==> src/rtl/axi_mem_initiator_pkg.sv <==
// -----------------------------------------------------------------------------
// axi_mem_initiator_pkg
// Shared definitions for the memory initiator:
//   - DATA_WIDTH             : width of every data path (32)
//   - DEFAULT_ADDR_WIDTH     : default word-address width
//   - DEFAULT_TIMEOUT_CYCLES : default handshake wait limit
//   - state_t                : FSM state encoding
// No ports (package).
// -----------------------------------------------------------------------------
package axi_mem_initiator_pkg;

  localparam int DATA_WIDTH             = 32;
  localparam int DEFAULT_ADDR_WIDTH     = 10;
  localparam int DEFAULT_TIMEOUT_CYCLES = 15;

  // IDLE is encoded as zero so a cleared state register is the idle state.
  typedef enum logic [2:0] {
    IDLE    = 3'd0,
    WR      = 3'd1,
    RD_ADDR = 3'd2,
    RD_DATA = 3'd3,
    RESP    = 3'd4
  } state_t;

endpackage

==> src/rtl/axi_mem_initiator_timeout.sv <==
// -----------------------------------------------------------------------------
// axi_mem_timeout
// Handshake watchdog for axi_mem_initiator. Counts cycles while 'enable' is
// high and flags 'expired' during the LIMIT-th such cycle, so the owner can
// leave its wait state on that edge.
// Only built when AXI_MEM_INITIATOR_TIMEOUT_EN is defined; without the macro
// the initiator waits indefinitely and has no counter at all.
// Ports:
//   clk     in  clock, rising edge
//   rst_n   in  asynchronous active-low reset
//   clear   in  synchronous counter clear (held while not waiting)
//   enable  in  count this cycle
//   expired out limit reached in the current cycle
// -----------------------------------------------------------------------------
`ifdef AXI_MEM_INITIATOR_TIMEOUT_EN
module axi_mem_timeout
  import axi_mem_initiator_pkg::*;
#(
  parameter int LIMIT = DEFAULT_TIMEOUT_CYCLES
) (
  input  logic clk,
  input  logic rst_n,
  input  logic clear,
  input  logic enable,
  output logic expired
);

  localparam int CW = $clog2(LIMIT + 1);

  logic [CW-1:0] count;

  // 'count' holds the number of waiting cycles already completed, so the
  // limit is hit while count sits at LIMIT-1. It saturates there in case the
  // owner keeps waiting.
  always_ff @(posedge clk or negedge rst_n) begin
    if (!rst_n) begin
      count <= '0;
    end else if (clear) begin
      count <= '0;
    end else if (enable && (count != CW'(LIMIT - 1))) begin
      count <= count + 1'b1;
    end
  end

  assign expired = enable && (count == CW'(LIMIT - 1));

endmodule
`endif

==> src/rtl/axi_mem_initiator.sv <==
// -----------------------------------------------------------------------------
// axi_mem_initiator
// Turns single-word core requests into strobe/acknowledge transfers on a
// simple RAM bus and returns a one-cycle completion pulse.
// Optional build macro: AXI_MEM_INITIATOR_TIMEOUT_EN adds a handshake
// watchdog (axi_mem_timeout) that ends a stalled transfer with Rsp_Error=1.
// Parameters:
//   ADDR_WIDTH      word-address width (request and bus side)
//   TIMEOUT_CYCLES  handshake wait limit, used only with the macro
// Ports:
//   Clk, Reset_n                clock / async active-low reset
//   Req_Valid/Write/Address/Wdata  core request (in)
//   Req_Ready                   request accepted when high with Req_Valid
//   Rsp_Valid/Rdata/Error       one-cycle completion, read data, timeout flag
//   Bus_Read_Ready/Write_Valid  read / write strobes to the RAM
//   Bus_Address/Data_Out        latched address / write data to the RAM
//   Bus_Read_Valid/Write_Ready  RAM acknowledges
//   Bus_Data_In                 RAM read data, valid the cycle after a read ack
// -----------------------------------------------------------------------------
module axi_mem_initiator
  import axi_mem_initiator_pkg::*;
#(
  parameter int ADDR_WIDTH     = DEFAULT_ADDR_WIDTH,
  parameter int TIMEOUT_CYCLES = DEFAULT_TIMEOUT_CYCLES
) (
  input  logic                  AXI_MEM_INITIATOR_Clk,
  input  logic                  AXI_MEM_INITIATOR_Reset_n,
  input  logic                  AXI_MEM_INITIATOR_Req_Valid,
  input  logic                  AXI_MEM_INITIATOR_Req_Write,
  input  logic [ADDR_WIDTH-1:0] AXI_MEM_INITIATOR_Req_Address,
  input  logic [DATA_WIDTH-1:0] AXI_MEM_INITIATOR_Req_Wdata,
  output logic                  AXI_MEM_INITIATOR_Req_Ready,
  output logic                  AXI_MEM_INITIATOR_Rsp_Valid,
  output logic [DATA_WIDTH-1:0] AXI_MEM_INITIATOR_Rsp_Rdata,
  output logic                  AXI_MEM_INITIATOR_Rsp_Error,
  output logic                  AXI_MEM_INITIATOR_Bus_Read_Ready,
  output logic                  AXI_MEM_INITIATOR_Bus_Write_Valid,
  output logic [ADDR_WIDTH-1:0] AXI_MEM_INITIATOR_Bus_Address,
  output logic [DATA_WIDTH-1:0] AXI_MEM_INITIATOR_Bus_Data_Out,
  input  logic                  AXI_MEM_INITIATOR_Bus_Read_Valid,
  input  logic                  AXI_MEM_INITIATOR_Bus_Write_Ready,
  input  logic [DATA_WIDTH-1:0] AXI_MEM_INITIATOR_Bus_Data_In
);

  state_t                state;
  logic [ADDR_WIDTH-1:0] addr_q;
  logic [DATA_WIDTH-1:0] wdata_q;
  logic                  rd_strobe_q;
  logic                  wr_strobe_q;
  logic                  rsp_valid_q;
  logic                  rsp_error_q;
  logic [DATA_WIDTH-1:0] rsp_rdata_q;
  logic                  timeout_hit;

`ifdef AXI_MEM_INITIATOR_TIMEOUT_EN
  logic waiting;

  // Only WR and RD_ADDR wait on the RAM. Both are entered from IDLE, and the
  // counter is held clear in every other state, so each entry starts at zero.
  assign waiting = (state == WR) || (state == RD_ADDR);

  axi_mem_timeout #(
    .LIMIT (TIMEOUT_CYCLES)
  ) u_timeout (
    .clk     (AXI_MEM_INITIATOR_Clk),
    .rst_n   (AXI_MEM_INITIATOR_Reset_n),
    .clear   (!waiting),
    .enable  (waiting),
    .expired (timeout_hit)
  );
`else
  // No watchdog: transfers wait for the RAM indefinitely and the error flag
  // stays constant zero. The parameter only keeps both builds interchangeable.
  assign timeout_hit = 1'b0 & TIMEOUT_CYCLES[0];
`endif

  // Single registered FSM. Strobes, response and latched request fields are
  // all updated here so every output comes straight from a flop. An
  // acknowledge is checked before the timeout so a handshake on the limit
  // edge completes normally. Acks that do not belong to the current state
  // (read ack in WR, write ack in RD_ADDR) are simply not looked at.
  always_ff @(posedge AXI_MEM_INITIATOR_Clk or negedge AXI_MEM_INITIATOR_Reset_n) begin
    if (!AXI_MEM_INITIATOR_Reset_n) begin
      state       <= IDLE;
      addr_q      <= '0;
      wdata_q     <= '0;
      rd_strobe_q <= 1'b0;
      wr_strobe_q <= 1'b0;
      rsp_valid_q <= 1'b0;
      rsp_error_q <= 1'b0;
      rsp_rdata_q <= '0;
    end else begin
      rsp_valid_q <= 1'b0;
      rsp_error_q <= 1'b0;
      case (state)
        IDLE: begin
          if (AXI_MEM_INITIATOR_Req_Valid) begin
            addr_q  <= AXI_MEM_INITIATOR_Req_Address;
            wdata_q <= AXI_MEM_INITIATOR_Req_Wdata;
            if (AXI_MEM_INITIATOR_Req_Write) begin
              wr_strobe_q <= 1'b1;
              state       <= WR;
            end else begin
              rd_strobe_q <= 1'b1;
              state       <= RD_ADDR;
            end
          end
        end
        WR: begin
          if (AXI_MEM_INITIATOR_Bus_Write_Ready || timeout_hit) begin
            wr_strobe_q <= 1'b0;
            rsp_valid_q <= 1'b1;
            rsp_error_q <= !AXI_MEM_INITIATOR_Bus_Write_Ready;
            rsp_rdata_q <= '0;
            state       <= RESP;
          end
        end
        RD_ADDR: begin
          if (AXI_MEM_INITIATOR_Bus_Read_Valid) begin
            state <= RD_DATA;
          end else if (timeout_hit) begin
            rd_strobe_q <= 1'b0;
            rsp_valid_q <= 1'b1;
            rsp_error_q <= 1'b1;
            rsp_rdata_q <= '0;
            state       <= RESP;
          end
        end
        RD_DATA: begin
          rd_strobe_q <= 1'b0;
          rsp_valid_q <= 1'b1;
          rsp_rdata_q <= AXI_MEM_INITIATOR_Bus_Data_In;
          state       <= RESP;
        end
        RESP: begin
          state <= IDLE;
        end
        default: begin
          state <= IDLE;
        end
      endcase
    end
  end

  // Ready is gated by the reset pin so it reads 0 while reset is held and 1
  // immediately after release, without waiting for a clock edge.
  assign AXI_MEM_INITIATOR_Req_Ready       = (state == IDLE) && AXI_MEM_INITIATOR_Reset_n;
  assign AXI_MEM_INITIATOR_Rsp_Valid       = rsp_valid_q;
  assign AXI_MEM_INITIATOR_Rsp_Rdata       = rsp_rdata_q;
  assign AXI_MEM_INITIATOR_Rsp_Error       = rsp_error_q;
  assign AXI_MEM_INITIATOR_Bus_Read_Ready  = rd_strobe_q;
  assign AXI_MEM_INITIATOR_Bus_Write_Valid = wr_strobe_q;
  assign AXI_MEM_INITIATOR_Bus_Address     = addr_q;
  assign AXI_MEM_INITIATOR_Bus_Data_Out    = wdata_q;

endmodule

==> config.mk <==
export PLATFORM = sky130hd
export DESIGN_NAME = axi_mem_initiator
export DESIGN_NICKNAME = d
export VERILOG_FILES = /design/src/rtl/axi_mem_initiator_pkg.sv /design/src/rtl/axi_mem_initiator_timeout.sv /design/src/rtl/axi_mem_initiator.sv
export SDC_FILE = /design/constraint.sdc
export NUM_CORES = 1
export LEC_CHECK = 0
export ABC_AREA = 0
export BUFFER_PORTS_ARGS = -buffer_cell sky130_fd_sc_hd__buf_4
export CORE_ASPECT_RATIO = 1.2
export CORE_MARGIN = 5
export CORE_UTILIZATION = 40
export DETAILED_ROUTE_END_ITERATION = 6
export PLACE_DENSITY_LB_ADDON = 0.25
export SETUP_SLACK_MARGIN = 0.2
export SLEW_MARGIN = 20
export SYNTH_ARGS = -nofsm -noshare
export SYNTH_HDL_FRONTEND = slang
export SYNTH_HIERARCHICAL = 1
export SYNTH_SLANG_ARGS = --single-unit
==> constraint.sdc <==
create_clock -name AXI_MEM_INITIATOR_Clk -period 1.85 [get_ports AXI_MEM_INITIATOR_Clk]
set_clock_uncertainty 0.2 [all_clocks]
set_input_delay 0.555 -clock AXI_MEM_INITIATOR_Clk [delete_from_list [all_inputs] [get_ports AXI_MEM_INITIATOR_Clk]]
set_output_delay 0.555 -clock AXI_MEM_INITIATOR_Clk [all_outputs]
set_load 0.02 [all_outputs]
# Word-level counts from Yosys, hierarchy flattened
# Cells that the tools add are included.
# word_totals
inputBits	80
out_inout_bits	79
reg_bits	81
wordCells	45
# classes
n_mux	18
n_eq_ne	8
reduce_logical	11
# op_table
op	n
32-bit one-hot mux with 2 select lines	1
32-bit 2-to-1 mux	1
3-bit one-hot mux with 4 select lines	1
2-bit inequality test (second input constant)	5
3-bit 2-to-1 mux	3
1-bit 2-to-1 mux	8
3-bit by 2-bit == test with 1-bit output (second input constant)	2
1-bit one-hot mux with 2 select lines	3
3-bit AND reduction	2
2-bit nonzero test	3
2-bit AND reduction	2
4-bit AND reduction	1
3-bit by 1-bit == test with 1-bit output (second input constant)	1
3-bit logical NOT	1
2-bit 2-to-1 mux	1
1-bit logical AND	1
1-bit logical NOT	1

# Longest topological paths before layout
# Gate-level depths: netlist of run 1.
# logic_depth
ltp_word	3
depth_mapped	6
mapped_depth_nobuf	3

# Worst setup path before layout of run 1
# OpenSTA, ideal clock, no wires.
# synth_timing
path_kind	input port to output port
start	input port AXI_MEM_INITIATOR_Reset_n
end	output port AXI_MEM_INITIATOR_Req_Ready
stages	1
n_path_buf	0
arrival_time_ns	1.269
required_ns	1.095
path_slack_ns	-0.174
cell_sequence	nor4b_1
# synth_between
elab_chain_len	1
# synth_lines
element	line_no	source
start: declaration	axi_mem_initiator.sv:27	input logic AXI_MEM_INITIATOR_Reset_n,
1-bit logical AND	axi_mem_initiator.sv:147	assign AXI_MEM_INITIATOR_Req_Ready = (state == IDLE) && AXI_MEM_INITIATOR_Reset_n;
end: declaration	axi_mem_initiator.sv:32	output logic AXI_MEM_INITIATOR_Req_Ready,
# Every way passes these cells.

# Final worst setup path of run 1
# layout_timing
start	register state[1]
end	output port AXI_MEM_INITIATOR_Req_Ready
# layout_between
elab_chain_len	2
# layout_lines
element	line_no	source
start: declaration	axi_mem_initiator.sv:45	state_t state;
start signal: assignment	axi_mem_initiator.sv:84	state <= IDLE;
start signal: assignment	axi_mem_initiator.sv:102	state <= WR;
start signal: assignment	axi_mem_initiator.sv:105	state <= RD_ADDR;
3-bit logical NOT	axi_mem_initiator.sv:147	
1-bit logical AND	axi_mem_initiator.sv:147	
# Every way passes these cells.

==> summary.txt, run 1 <==
Vias in the first global route = 2589
Detailed-route via count = 2505
Initial antenna violation count = 0
Status = finished with violations
Cell with the most instances after synthesis = dfrtp_1
Final ANT Viol Nets = 0
Largest net degree at the start of global routing = 81
Critical setup path kind = flop to output port
DP HPWL = 5700 microns
GRT Util Overall = 16.4%
FFs w/ async S/R, synth = 100%
DRT Pass-1 Iters = 4
Peak supply drop = 1.00 mV
Num CTS Buffers = 9
Clock latency on the worst-skew pair = 0.33 ns
Post-DP Area = 4580 sq um
Worst setup EP type = output port
Routed len/inst = 16.7 microns
Power per cell area = 1810 nW/um^2
YS warnings = 6
Final instance count without filler cells = 520
Synth unique cells = 23
Io pins = 159
Nets = 505
Endpoints failing setup = 44
Static Leakage = 0.00290 uW
Post-CTS Hold Fix Bufs = 0
CP Data Required Time = 1.09 ns
Cell Rows = 35
DR vias/cell = 4.82
Synth Cell Area = 3160 sq um
Final slew viol count = 0
Syn nets = 271
Fin crit period = 1.97 ns
Die Y = 107 microns
Largest cells by area after synthesis = dfrtp_1 (63%), mux2_4 (19%), a22o_1 (8.9%), buf_6 (2.1%), nor4b_4 (0.75%)
Clock Path Buffers = 2
Violated checks = setup timing
Max Fanout on Critical Path = 2
Critical Path AT = 1.22 ns
Initial Utilization = 40.9%
Final period utilization = 107%
Root Buffer = clkbuf_8
Register area share after synthesis = 63.4%
CTS sink cnt = 80
Ys flop type = dfrtp_1
Drc violations = 0
Pwr Total = 10200 uW
RD Place Congestion = 0.757
Yosys reg bits = 80
Final instance area = 5640 sq um
Syn Area/Cell = 16.5 sq um
Post-synth top area share = 63.4%
Hold/Removal Path Class = primary input to asynchronous set/reset pin
Setup tns final = -4.25 ns
Final setup margin = -0.124 ns
First-pass GRT wire length = 12700 microns
R2R depth = 6
Number of synthesized flops with an enable pin = 0
Routed wire length = 8710 microns
CTS clk-pin slew, worst paths = 0.08 ns
Buffers on Ports = 157
Max Clk Rate = 0.507 GHz
Core area = 7710 sq um
Drt first-iter violations = 68
Most instantiated cells after synthesis = dfrtp_1 (80), mux2_4 (40), a22o_1 (32)
Cell taking the most area after synthesis = dfrtp_1
MaxCap Viol Count = 0
Critical Path Start Type = flop
CTS tree = yes
Syn Inst Count = 191
Synthesis-to-finish area growth = 78.8%
Unrepaired setup endpoints after global routing = yes
DIE WIDTH = 91.1 microns
GRT overflow = 0
Min Hold Slack = 0.0557 ns
Full die area = 9770 sq um
Ant diodes = 0
Hold Fails Final Rpt = 0
H-Tree Depth = 3
DP Cell Count = 445
Layout cells sized above 1 = 70.8%
-- flip-flops by register name, summed over array words and instances (netlist names) --
| register | count |
|---|---|
| AXI_MEM_INITIATOR_Rsp_Valid | 1 |
| AXI_MEM_INITIATOR_Bus_Write_Valid | 1 |
| AXI_MEM_INITIATOR_Rsp_Rdata | 32 |
| AXI_MEM_INITIATOR_Bus_Address | 10 |
| AXI_MEM_INITIATOR_Bus_Data_Out | 32 |
| state | 3 |
| AXI_MEM_INITIATOR_Bus_Read_Ready | 1 |
-- power breakdown --
| group | total (uW) | switching (uW) | internal, uW |
|---|---|---|---|
| combinational | 5750 | 2210 | 3540 |
| clock | 1360 | 578 | 778 |
| sequential | 3080 | 578 | 2500 |
| total | 10200 | 3370 | 6820 |
-- through the flow --
step	utilization, %	setup slack [ns]
floorplan	-	0.0615
global placement	59.5	0.0123
detailed placement	59.5	-0.0116
CTS	68.6	-0.160
global route	73.2	-0.175
finish	73.2	-0.124
-- path summary, 6_finish.rpt --
kind | from | end | slack, ns
hold reg to reg | AXI_MEM_INITIATOR_Rsp_Rdata[6]$_DFFE_PN0P_ | AXI_MEM_INITIATOR_Rsp_Rdata[6]$_DFFE_PN0P_ | 0.34
hold / removal | AXI_MEM_INITIATOR_Reset_n | AXI_MEM_INITIATOR_Bus_Data_Out[7]$_DFFE_PN0P_ | 0.06
max in group asynchronous | AXI_MEM_INITIATOR_Reset_n | state[0]$_DFFE_PN0P_ | 1.08
min in group AXI_MEM_INITIATOR_Clk | AXI_MEM_INITIATOR_Bus_Data_In[17] | AXI_MEM_INITIATOR_Rsp_Rdata[17]$_DFFE_PN0P_ | 0.23
setup reg to reg | state[0]$_DFFE_PN0P_ | AXI_MEM_INITIATOR_Bus_Data_Out[14]$_DFFE_PN0P_ | -0.12
setup / recovery | state[1]$_DFFE_PN0P_ | AXI_MEM_INITIATOR_Req_Ready | -0.12
-- cells in the final DEF (no fill, tap or decap), types with 2 or more instances in the layout --
cell / Yosys / routed
nor4b_4: 1 / 2
clkinv_2: 0 / 2
bufinv_16: 0 / 2
clkbuf_8: 0 / 10
mux2_4: 40 / 40
buf_16: 0 / 3
a21oi_1: 3 / 3
dfrtp_1: 80 / 77
buf_6: 6 / 78
dfrtp_2: 0 / 3
buf_4: 1 / 148
o21ai_0: 2 / 2
a31oi_1: 2 / 2
inv_1: 3 / 3
a22o_1: 32 / 32
buf_12: 0 / 7
mux2_2: 2 / 2
-- what timing repair did --
| action | in CTS | in global routing |
|---|---|---|
| buffers inserted | 27 | 30 |
| endpoints found under the setup margin | 104 | 150 |
| gates resized for setup | 61 | 27 |
| pin swaps | 3 | 0 |
| gates cloned | 3 | 1 |
-- per-layer routing --
| metal | track usage (%) | wire, microns | up-vias | part of all wire [%] |
|---|---|---|---|---|
| met5 | 0 | 0 | - | 0 |
| met4 | 7.55 | 229 | 0 | 2.6 |
| met3 | 5.10 | 591 | 20 | 6.8 |
| met1 | 17.9 | 3220 | 1226 | 37 |
| li1 | - | - | 1156 | - |
| met2 | 29.1 | 4660 | 103 | 54 |
-- layout make-up --
class / count / area (sq um)
Timing Repair Buffer: 237 / 2240
Multi-Input combinational cell: 94 / 1070
Inverter: 3 / 11.3
Clock inverter: 4 / 70.1
Clock buffer: 10 / 138
Tap cell: 92 / 115
Sequential cell: 80 / 2010
Fill cell: 526 / 2060
-- worst max-delay path, stage by stage (launching register included) --
cell and delay [ns]:
dfrtp_2 0.44, nor4b_4 0.27, buf_4 0.18
-- cell families (layout without fill, tap and decap cells) --
group | after synthesis | count (layout) | synth area share, %
flip-flops | 80 | 80 | 63.4
multiplexers | 42 | 42 | 19.7
AO/OA/AOI/OAI | 41 | 41 | 10.5
buffers and inverters | 17 | 254 | 3.69
AND/OR/NAND/NOR | 10 | 10 | 2.46
other | 1 | 1 | 0.119
Note: power is estimated with default switching activity, not from simulation.
==> run 2: changes to the inputs <==
CELL_PAD_IN_SITES_DETAIL_PLACEMENT = 0   (was default)
CELL_PAD_IN_SITES_GLOBAL_PLACEMENT = 1   (was default)
CORE_UTILIZATION = 32   (was 40)
==> run 2 against run 1 <==
- the flow still finishes with violations (setup timing)
- maximum frequency shrank 0.37%
- count of clock-buffer cells in the layout rose by 4
- utilization down 15 points
- non-clock buffer count down 19
- clock power up 36%
- sequential share of layout area increased by 0.35 points
- via count fell by 2.5%
- combinational power shrank 4.9%
- hold slack gained 0.10 ns
- design area is 1.1% lower
- register-to-register slack improved by 0.09 ns
- largest cell class unchanged
- largest power group unchanged
==> summary.txt, run 2 (same netlist as run 1, synthesis figures left out) <==
Most frequent cells in the layout = buf_4 (153), dfrtp_1 (79), buf_6 (51)
Cell Rows = 39 (+11%)
Critical setup path kind = flop to output port
Final instance count without filler cells = 534 (+2.7%)
DRT Pass-1 Iters = 4 (unchanged)
Nets = 486 (-3.8%)
CTS clk-pin slew, worst paths = 0.06 ns (-0.02 ns)
CTS tree = yes
Core area = 9560 sq um (+24%)
Clock Path Buffers = 2 (unchanged)
Critical Path AT = 1.23 ns (about the same)
MaxCap Viol Count = 0 (unchanged)
Routed len/inst = 16.2 microns (-3.1%)
Ant diodes = 0 (unchanged)
DR vias/cell = 4.57 (-5.0%)
Largest net degree at the start of global routing = 81 (unchanged)
DIE WIDTH = 101 microns (+11%)
Buffers on Ports = 157 (unchanged)
First-pass GRT wire length = 12300 microns (-3.5%)
Endpoints failing setup = 20 (-55%)
Peak supply drop = 0.632 mV (-37%)
Root Buffer = clkbuf_16
CP delay by family, top = flip-flops
Final ANT Viol Nets = 0 (unchanged)
Pwr Total = 10300 uW (+1.4%)
Power per cell area = 1850 nW/um^2 (+2.5%)
Violated checks = setup timing
GRT overflow = 0 (unchanged)
Final slew viol count = 0 (unchanged)
CP Data Required Time = 1.09 ns (about the same)
Vias in the first global route = 2463 (-4.9%)
Unrepaired setup endpoints after global routing = yes
CP Launch Point = state[2]$_DFFE_PN0P_
Layout cells sized above 1 = 68.6% (-2.2 points)
Num CTS Buffers = 9 (unchanged)
Full die area = 12000 sq um (+22%)
Core Util, Final = 58.4% (-15 points)
Synthesis-to-finish area growth = 76.9%
Commonest non-fill, non-tap cell in the layout = buf_4
CP bufs+invs = 1 (unchanged)
Hold/Removal Path Class = primary input to asynchronous set/reset pin
Drt first-iter violations = 51 (-25%)
Initial antenna violation count = 0 (unchanged)
Critical Path Start Type = flop
Area of the multi-input gates = 1080 sq um (+1.4%)
Initial Utilization = 33.0% (-7.9 points)
CP max-delay cell = dfrtp_1
H-Tree Depth = 3 (unchanged)
Reg area = 2000 sq um (-0.12%)
GRT Util Overall = 13.1% (-3.3 points)
RD Place Congestion = 0.671 (-11%)
Max Clk Rate = 0.505 GHz (-0.37%)
Slew @ Worst Pin = 0.722 ns
Worst setup EP type = output port
Worst reg2reg path startpoint = state[1]$_DFFE_PN0P_
Final setup margin = -0.131 ns (-0.00723 ns)
Fillcell total = 779 (+48%)
Slew Limit Headroom = 51.8%
Status = finished with violations
Hold Fails Final Rpt = 0 (unchanged)
Worst path cell trace = nor4b_4 -> buf_4
Die Y = 119 microns (+11%)
DP HPWL = 5460 microns (-4.1%)
Drc violations = 0 (unchanged)
Crit-path max cell delay = 0.41 ns (-0.03 ns)
Final period utilization = 107% (+0.39 points)
Static Leakage = 0.00285 uW (-1.8%)
DP Cell Count = 474 (+6.5%)
Clock latency on the worst-skew pair = 0.34 ns (about the same)
Io pins = 159 (unchanged)
Fin crit period = 1.98 ns (+0.00723 ns)
Detailed-route via count = 2443 (-2.5%)
Routed wire length = 8660 microns (-0.51%)
CTS sink cnt = 80 (unchanged)
Max Fanout on Critical Path = 2 (unchanged)
==> run 2: cell count changes in the layout (fill, tap and decap cells not counted), sizes merged <==
| cell | previous run | this run |
|---|---|---|
| clkinv | 2 | 1 |
| buf | 236 | 213 |
| bufinv | 2 | 1 |
| clkbuf | 11 | 19 |
==> run 2: layout make-up <==
cell class / count / share of cell area [%]
clock buffer: 14 / 5.09
clock inverter: 2 / 0.628
inverter: 3 / 0.202
multi-input combinational: 94 / 19.4
sequential: 80 / 35.9
tap: 123 / 2.76
timing repair buffer: 218 / 36.1
==> run 2: power by group <==
group | switching [uW] | internal, uW | total, uW
Clock | 659 | 1190 | 1850
Sequential | 513 | 2500 | 3010
Combinational | 2180 | 3290 | 5470
==> run 2: metal layers <==
| layer | GRT usage (%) | share of wire (%) | vias up | routed length [microns] |
|---|---|---|---|---|
| met5 | 0 | 0 | - | 0 |
| met4 | 6.57 | 1.8 | 0 | 158 |
| met3 | 4.77 | 9.0 | 14 | 778 |
| met2 | 18.2 | 47 | 109 | 4100 |
| met1 | 17.9 | 42 | 1193 | 3620 |
| li1 | - | - | 1127 | - |
==> run 2: worst register-to-register path: stages (launching register included) <==
cell	delay, ns
dfrtp_1	0.41
buf_6	0.13
nor4b_4	0.23
buf_4	0.18
buf_12	0.15
clkbuf_16	0.17
mux2_4	0.29
==> run 2: metrics by stage <==
stage	setup TNS (ns)	hold WS [ns]	setup slack (ns)	cell area [sq um]
after CTS	-0.165	0.218	-0.165	5090
after global routing	-2.22	0.223	-0.167	5580
final	-0.458	0.157	-0.131	5580
after detailed placement	-0.403	0.292	-0.0268	4600
after floorplan	0	0.0594	0.0615	3160
after global placement	0	0.290	0.00678	4600
==> run 2: path summary, 6_finish.rpt <==
kind | to | depth (start not counted) | slack (ns)
max | AXI_MEM_INITIATOR_Req_Ready | 2 | -0.13
min | AXI_MEM_INITIATOR_Bus_Address[9]$_DFFE_PN0P_ | 2 | 0.16
max reg2reg | AXI_MEM_INITIATOR_Bus_Address[8]$_DFFE_PN0P_ | 6 | -0.03
min reg2reg | AXI_MEM_INITIATOR_Rsp_Rdata[16]$_DFFE_PN0P_ | 1 | 0.31
max in group asynchronous | state[0]$_DFFE_PN0P_ | 2 | 0.77
min in group AXI_MEM_INITIATOR_Clk | AXI_MEM_INITIATOR_Rsp_Rdata[20]$_DFFE_PN0P_ | 2 | 0.23
==> run 2: repair_timing <==
action / 4_1_cts / 5_1_grt
endpoints found under the setup margin: 62 / 138
hold buffers: 0 / 0
setup buffers: 9 / 29
pin swaps: 1 / 0
gates resized for setup: 29 / 35
gates cloned: 0 / 6
